File: src/rtl/fir_peak_detector.sv
// Magnitude peak search over a window of signed FIR samples; reports max |x| and its index.
// Optional build macro PEAK_THRESHOLD_EN adds a threshold input and a registered peakDetected flag.
`timescale 1ns/1ps
module fir_peak_detector #(
    parameter int unsigned DATA_WIDTH    = 19,
    parameter int unsigned WINDOW_LENGTH = 64,
    parameter int unsigned INDEX_WIDTH   = 6
) (
    input  logic                          clock,
    input  logic                          resetN,
    input  logic                          startFlag,
    input  logic                          dataValid,
    input  logic signed [DATA_WIDTH-1:0]  dataIn,
`ifdef PEAK_THRESHOLD_EN
    input  logic        [DATA_WIDTH-1:0]  threshold,
    output logic                          peakDetected,
`endif
    output logic                          busy,
    output logic        [DATA_WIDTH-1:0]  peakValue,
    output logic        [INDEX_WIDTH-1:0] peakIndex,
    output logic                          peakValid
);

    localparam logic [INDEX_WIDTH-1:0] LAST_IDX = INDEX_WIDTH'(WINDOW_LENGTH - 1);
    localparam logic [DATA_WIDTH-1:0]  ONE      = DATA_WIDTH'(1);

    typedef enum logic [1:0] {
        ST_IDLE   = 2'd0,
        ST_SEARCH = 2'd1,
        ST_DRAIN  = 2'd2,
        ST_REPORT = 2'd3
    } state_t;

    state_t                  state;
    state_t                  state_next;
    logic                    clear_c;
    logic                    accept_c;
    logic                    report_c;
    logic                    flush_c;

    logic [DATA_WIDTH-1:0]   data_u;
    logic [DATA_WIDTH-1:0]   mag_c;
    logic [DATA_WIDTH-1:0]   mag_reg;
    logic [INDEX_WIDTH-1:0]  idx_reg;
    logic                    s1_valid;
    logic [INDEX_WIDTH-1:0]  sample_count;
    logic [DATA_WIDTH-1:0]   run_max;
    logic [INDEX_WIDTH-1:0]  run_idx;

    // Two's-complement magnitude; the most negative input wraps to 2^(DATA_WIDTH-1) unsigned.
    assign data_u = dataIn;
    assign mag_c  = data_u[DATA_WIDTH-1] ? (~data_u + ONE) : data_u;

    assign busy = (state == ST_SEARCH) || (state == ST_DRAIN);

    // State register
    always_ff @(posedge clock or negedge resetN) begin
        if (!resetN) begin
            state <= ST_IDLE;
        end else begin
            state <= state_next;
        end
    end

    // Next state and datapath controls
    always_comb begin
        state_next = state;
        clear_c    = 1'b0;
        accept_c   = 1'b0;
        report_c   = 1'b0;
        flush_c    = 1'b0;
        case (state)
            ST_IDLE: begin
                if (startFlag) begin
                    state_next = ST_SEARCH;
                    clear_c    = 1'b1;
                end
            end
            ST_SEARCH: begin
                accept_c = dataValid;
                if (startFlag) begin
                    clear_c = 1'b1;
                end else if (dataValid && (sample_count == LAST_IDX)) begin
                    state_next = ST_DRAIN;
                end
            end
            ST_DRAIN: begin
                if (startFlag) begin
                    state_next = ST_SEARCH;
                    clear_c    = 1'b1;
                    accept_c   = dataValid;
                end else begin
                    state_next = ST_REPORT;
                end
            end
            ST_REPORT: begin
                report_c   = 1'b1;
                clear_c    = startFlag;
                state_next = startFlag ? ST_SEARCH : ST_IDLE;
            end
            default: begin
                state_next = ST_IDLE;
                flush_c    = 1'b1;
            end
        endcase
    end

    // Stage 1 (magnitude capture) and stage 2 (running maximum); a restart discards stage 2.
    always_ff @(posedge clock or negedge resetN) begin
        if (!resetN) begin
            mag_reg      <= '0;
            idx_reg      <= '0;
            s1_valid     <= 1'b0;
            sample_count <= '0;
            run_max      <= '0;
            run_idx      <= '0;
        end else if (flush_c) begin
            mag_reg      <= '0;
            idx_reg      <= '0;
            s1_valid     <= 1'b0;
            sample_count <= '0;
            run_max      <= '0;
            run_idx      <= '0;
        end else begin
            s1_valid <= accept_c;
            if (accept_c) begin
                mag_reg <= mag_c;
                idx_reg <= clear_c ? '0 : sample_count;
            end
            if (clear_c) begin
                sample_count <= INDEX_WIDTH'(accept_c);
                run_max      <= '0;
                run_idx      <= '0;
            end else begin
                if (accept_c) begin
                    sample_count <= sample_count + INDEX_WIDTH'(1);
                end
                if (s1_valid && (mag_reg > run_max)) begin
                    run_max <= mag_reg;
                    run_idx <= idx_reg;
                end
            end
        end
    end

    // Report registers: strobe every cycle, payload held between reports
    always_ff @(posedge clock or negedge resetN) begin
        if (!resetN) begin
            peakValid <= 1'b0;
            peakValue <= '0;
            peakIndex <= '0;
        end else begin
            peakValid <= report_c;
            if (report_c) begin
                peakValue <= run_max;
                peakIndex <= run_idx;
            end
        end
    end

`ifdef PEAK_THRESHOLD_EN
    always_ff @(posedge clock or negedge resetN) begin
        if (!resetN) begin
            peakDetected <= 1'b0;
        end else if (report_c) begin
            peakDetected <= (run_max >= threshold);
        end
    end
`else
    // No threshold comparison in this build.
`endif

endmodule
File: config.mk
export PLATFORM = sky130hd
export DESIGN_NAME = fir_peak_detector
export DESIGN_NICKNAME = d
export VERILOG_FILES = /design/src/rtl/fir_peak_detector.sv
export SDC_FILE = /design/constraint.sdc
export NUM_CORES = 1
export LEC_CHECK = 0
export ABC_CLOCK_PERIOD_IN_PS = 2800
export CAP_MARGIN = 25
export CORE_ASPECT_RATIO = 1.5
export CORE_UTILIZATION = 50
export CTS_BUF_LIST = sky130_fd_sc_hd__clkbuf_4 sky130_fd_sc_hd__clkbuf_8 sky130_fd_sc_hd__clkbuf_16
export CTS_CLUSTER_DIAMETER = 150
export DETAILED_ROUTE_END_ITERATION = 10
export GPL_TIMING_DRIVEN = 0
export MAX_ROUTING_LAYER = met4
export PLACE_DENSITY = 0.68
export SYNTH_ARGS = -nofsm -noshare
export SYNTH_HDL_FRONTEND = slang
export SYNTH_SLANG_ARGS = --single-unit
File: constraint.sdc
create_clock -name clock -period 2.8 [get_ports clock]
set_clock_uncertainty 0.05 [all_clocks]
set_input_delay 0.42 -clock clock [delete_from_list [all_inputs] [get_ports clock]]
set_output_delay 0.42 -clock clock [all_outputs]
set_load 0.01 [all_outputs]
# == After elaboration in Yosys (flattened, before gate mapping) ==
# Cells that the tools add are included.
# word_totals
regBits,85
in_bits,23
output_inout_bits,27
word_cells,48
# op_classes
n_addsub,2
order_cmp,1
n_eq_ne,7
muxes,19
bitwise_logic,1
n_reduce_logical,8
# op_table
operator,count
$mux W19,3
$mux W6,5
$add A19 B1 Y19 const B,1
$gt A19 B19 Y1,1
$not A19 Y19,1
$mux W2,4
$pmux W2 S4,1
$add A6 B1 Y6 const B,1
$eq A6 B6 Y1 const B,1
$eq A2 B2 Y1 const B,2
$mux W1,4
$ne A2 B2 Y1 const B,2
$pmux W1 S2,2
$reduce_bool A2 Y1,2
$reduce_and A3 Y1,1
$reduce_or A3 Y1,1
$eq A2 B1 Y1 const B,1
$logic_and A1 B1 Y1,2
$logic_not A2 Y1,1
$ne A2 B1 Y1 const B,1
$logic_or A1 B1 Y1,1

# == Longest topological paths before layout ==
# logic_depth
depth_word,5
ltp_mapped,9

# == Worst setup path before layout ==
# OpenSTA, ideal clock, no wires.
# synth_path
kind,register to register
from,register mag_reg[17]
to,register run_max[13]
setup_ns,0.126
t_arrival_ns,1.996
t_required_ns,2.624
setup_slack_ns,0.628
stages_incl_launch_ff,8
n_path_buf,1
synth_period_minus_slack_ns,2.172
cell_sequence,dfrtp_1 > ha_1 > nand4_1 > nor4_2 > a41oi_1 > buf_2 > mux2i_1 > a311o_1
# synth_via
elab_chain_cells,3
# synth_rtl
element,line_no,text
start: declaration,43,logic [DATA_WIDTH-1:0] mag_reg;
start signal: assignment,127,mag_reg <= mag_c;
$gt A19 B19 Y1,138,if (s1_valid && (mag_reg > run_max)) begin
$logic_and A1 B1 Y1,138,
$reduce_bool A2 Y1 (no line),--,
end signal: assignment,139,run_max <= mag_reg;
end: declaration,47,logic [DATA_WIDTH-1:0] run_max;
# Every way passes these cells.
# A chain may end at the register's enable or synchronous reset.

# == Worst setup path in the final report ==
# layout_path
from,register mag_reg[16]
to,register run_max[11]
# Same word-level chain as after synthesis.

==> flow_metrics.tcl <==
set metrics [dict create \
    peakVddDrop_v 0.000357 \
    cp_data_arrival_time_ns 2.81 \
    start_util_pct 51.4 \
    multi_input_area_um2 2790 \
    setup_ws_ns 0.154 \
    setup_violations 0 \
    worst_pin_slew_ns 0.651 \
    overflow 0 \
    dieHeight_um 127 \
    clock.fmax_mhz 378 \
    fin_tns_setup_ns 0 \
    period_minus_slack_ns 2.65 \
    yosysTopAreaCell "dfrtp_1" \
    num_rows 45 \
    htreeDepth 3 \
    synth.area.top_cells "dfrtp_1 (41%), ha_1 (6.3%), mux2_2 (5.4%)" \
    status "complete, no violations" \
    end_kind "flop" \
    synthCells 544 \
    synth-simple-area-share_pct 19.1 \
    numCtsBuffers 9 \
    insertion_delay_ns 0.34 \
    routedWlPerCell_um 18.5 \
    use_met2_pct 45.8 \
    p_int_w 0.00224 \
    root_buffer "clkbuf_16" \
    synth_compound_area_share_pct 14.3 \
    pwr-share-comb_pct 27.2 \
    regArea_um2 2130 \
    hold_depth 2 \
    synth.area.mux_share_pct 10.5 \
    grt_busiest_layer "met2" \
    finalWirelength_um 13400 \
    timing.final.crit_share_pct 94.5 \
    grt_pass1_wl_um 22100 \
    dr.pass1.iters 5 \
    grt_max_degree 54 \
    num_io_pins 50 \
    grt_pass1_vias 4404 \
    pwr-share-seq_pct 41.3 \
    grt_antenna_before_repair 0 \
    worstSetupPathType "flop to flop" \
    post-route-drc-count 0 \
    synth_top_family_by_area "simple AND/OR/NAND/NOR gates" \
    grt_usage_pct 27.2 \
    whs_ns 0.435 \
    die_area_um2 10800 \
    syn_avg_cell_area_um2 9.52 \
    ys_ff_latch 85 \
    dp_hpwl_um 10100 \
    yosys.area.top_type_share_pct 41.1 \
    power.switching_w 0.00119 \
    place_congestion 0.896 \
    io_buffer_count 49 \
    synthesis.nets 593 \
    drive_gt1_share_pct 9.34 \
    met1_usage_pct 31.3 \
    cts_sinks 85 \
    antenna-diode-count 0 \
    hold_viol 0 \
    cts.clk_slew.worst_paths_ns 0.06 \
    die_w_um 85.1 \
    slew_headroom_pct 56.6 \
    syn2layout_area_growth_pct 18.3 \
    finalMaxSlewViolations 0 \
    initialDrtViolationCount 271 \
    rsz0062_at_grt "no" \
    nets 655 \
    fillers 867 \
    cts_setup_buffers 0 \
    via_per_inst 6.08 \
    sw_frac_of_total_pct 34.8 \
    pwr_density_cell_nw_per_um2 560 \
    grt_use_met3_pct 3.84 \
    drtAntennaViolNets 0 \
    final_util_pct 60.8 \
    core_um2 10100 \
    synthAdderAreaFrac_pct 6.28 \
    clkPwrFrac_pct 31.5 \
    cts.path.max_buffers 2 \
    synth_xor_area_share_pct 3.38 \
    synth_cell_types 40 \
    path_max_fanout 10 \
    required_ns 2.97 \
    power_leakage_nw 2.69 \
    ff2ff_path_depth 7 \
    ys_seq_area_share_pct 41.1 \
    vias 4420 \
    cap_violations 0 \
    place_ws_ns 0.190 \
    synth_warnings 0 \
    cts_tree "done" \
    start_kind "flop" \
    syn_area_um2 5180 \
    hold_path_class "flop to flop" \
]
[cells in the mapped netlist (all sizes together)]
library cell,n
nor2,7
a31oi,2
o21ai,34
xnor2,11
o21a,1
a21boi,2
buf,9
nand2b,2
a311o,25
inv,27
nor2b,26
o31a,1
a21o,1
nor3,5
mux2i,26
dfrtp,85
xor2,9
nand2,68
ha,26
o41ai,3
a22oi,1
a21oi,38
a41oi,1
or4,4
nor4,3
or3,1
o31ai,2
and4,27
nand3,35
mux2,25
and3,1
clkbuf,31
nand4,5
[power groups by stage]
stage / Sequential [W] / Clock, W / Combinational (W)
floorplan: 0.00140 / 0 / 0.000615
global placement: 0.00144 / 0 / 0.000868
detailed placement: 0.00144 / 0 / 0.000904
CTS: 0.00142 / 0.00110 / 0.000910
global route: 0.00143 / 0.00115 / 0.00102
finish: 0.00142 / 0.00108 / 0.000934
[final cells by class]
type,count,area share (%)
clock buffers,9,3.67
multi-input cells,392,45.4
inverters,27,1.65
clock inverters,6,0.653
plain buffers,40,2.92
repair buffers,51,8.57
well taps,117,2.39
flip-flops and latches,85,34.7
[cell families after synthesis]
group           Yosys count
xor+xnor                 20
compound gates          111
fa+ha+maj                26
flops                    85
simple gates            184
buf+inv                  67
mux                      51
[timing repair]
item                                   4_1_cts  5_1_grt
endpoints found under the hold margin       32        0
hold buffers                                 1        0
gates resized for setup                      0        2
setup endpoints to repair                    0       19
[cells in the final DEF (no fill, tap or decap), drive strengths merged, types with 2 or more instances in the layout]
cell type / netlist / final
dfrtp: 85 / 85
nand2: 68 / 68
clkdlybuf4s50: 0 / 48
clkbuf: 31 / 40
a21oi: 38 / 38
nand3: 35 / 35
o21ai: 34 / 34
inv: 27 / 28
and4: 27 / 27
nor2b: 26 / 26
mux2i: 26 / 26
ha: 26 / 26
mux2: 25 / 25
a311o: 25 / 25
xnor2: 11 / 11
buf: 9 / 11
xor2: 9 / 9
nor2: 7 / 7
nor3: 5 / 5
nand4: 5 / 5
or4: 4 / 4
clkinv: 0 / 4
nor4: 3 / 3
o41ai: 3 / 3
nand2b: 2 / 2
o31ai: 2 / 2
a31oi: 2 / 2
a21boi: 2 / 2
[routing by layer]
layer,vias to the layer above,routed length [um]
met5,-,0
met4,0,487
met3,37,480
met2,130,6900
met1,2162,5560
li1,2091,-
[worst max-delay path, stage by stage (launching register included)]
cell	delay, ns
dfrtp_1	0.43
ha_1	0.35
nand4_1	0.23
nor3_1	0.11
a22oi_2	0.36
nand3_1	0.32
buf_2	0.30
a311o_1	0.36
[worst paths after layout]
path	startpoint	end	slack [ns]
min reg2reg	idx_reg[5]$_DFFE_PN0P_	idx_reg[5]$_DFFE_PN0P_	0.43
max	mag_reg[16]$_DFFE_PN0P_	run_max[11]$_DFFE_PN0P_	0.15
min	idx_reg[5]$_DFFE_PN0P_	idx_reg[5]$_DFFE_PN0P_	0.43
max reg2reg	mag_reg[16]$_DFFE_PN0P_	run_max[11]$_DFFE_PN0P_	0.15
min in group asynchronous	resetN	run_max[4]$_DFFE_PN0P_	0.51
max in group asynchronous	resetN	peakValue[10]$_DFFE_PN0P_	1.59
[metrics by stage]
step           instances  instance area [um^2]  total power [W]
2_1_floorplan        544                  5180          0.00201
3_3_place_gp         710                  5820          0.00231
3_5_place_dp         711                  5840          0.00235
4_1_cts              727                  6120          0.00343
5_1_grt              727                  6130          0.00361
6_report             727                  6130          0.00343
(Power assumes the default switching activity.)
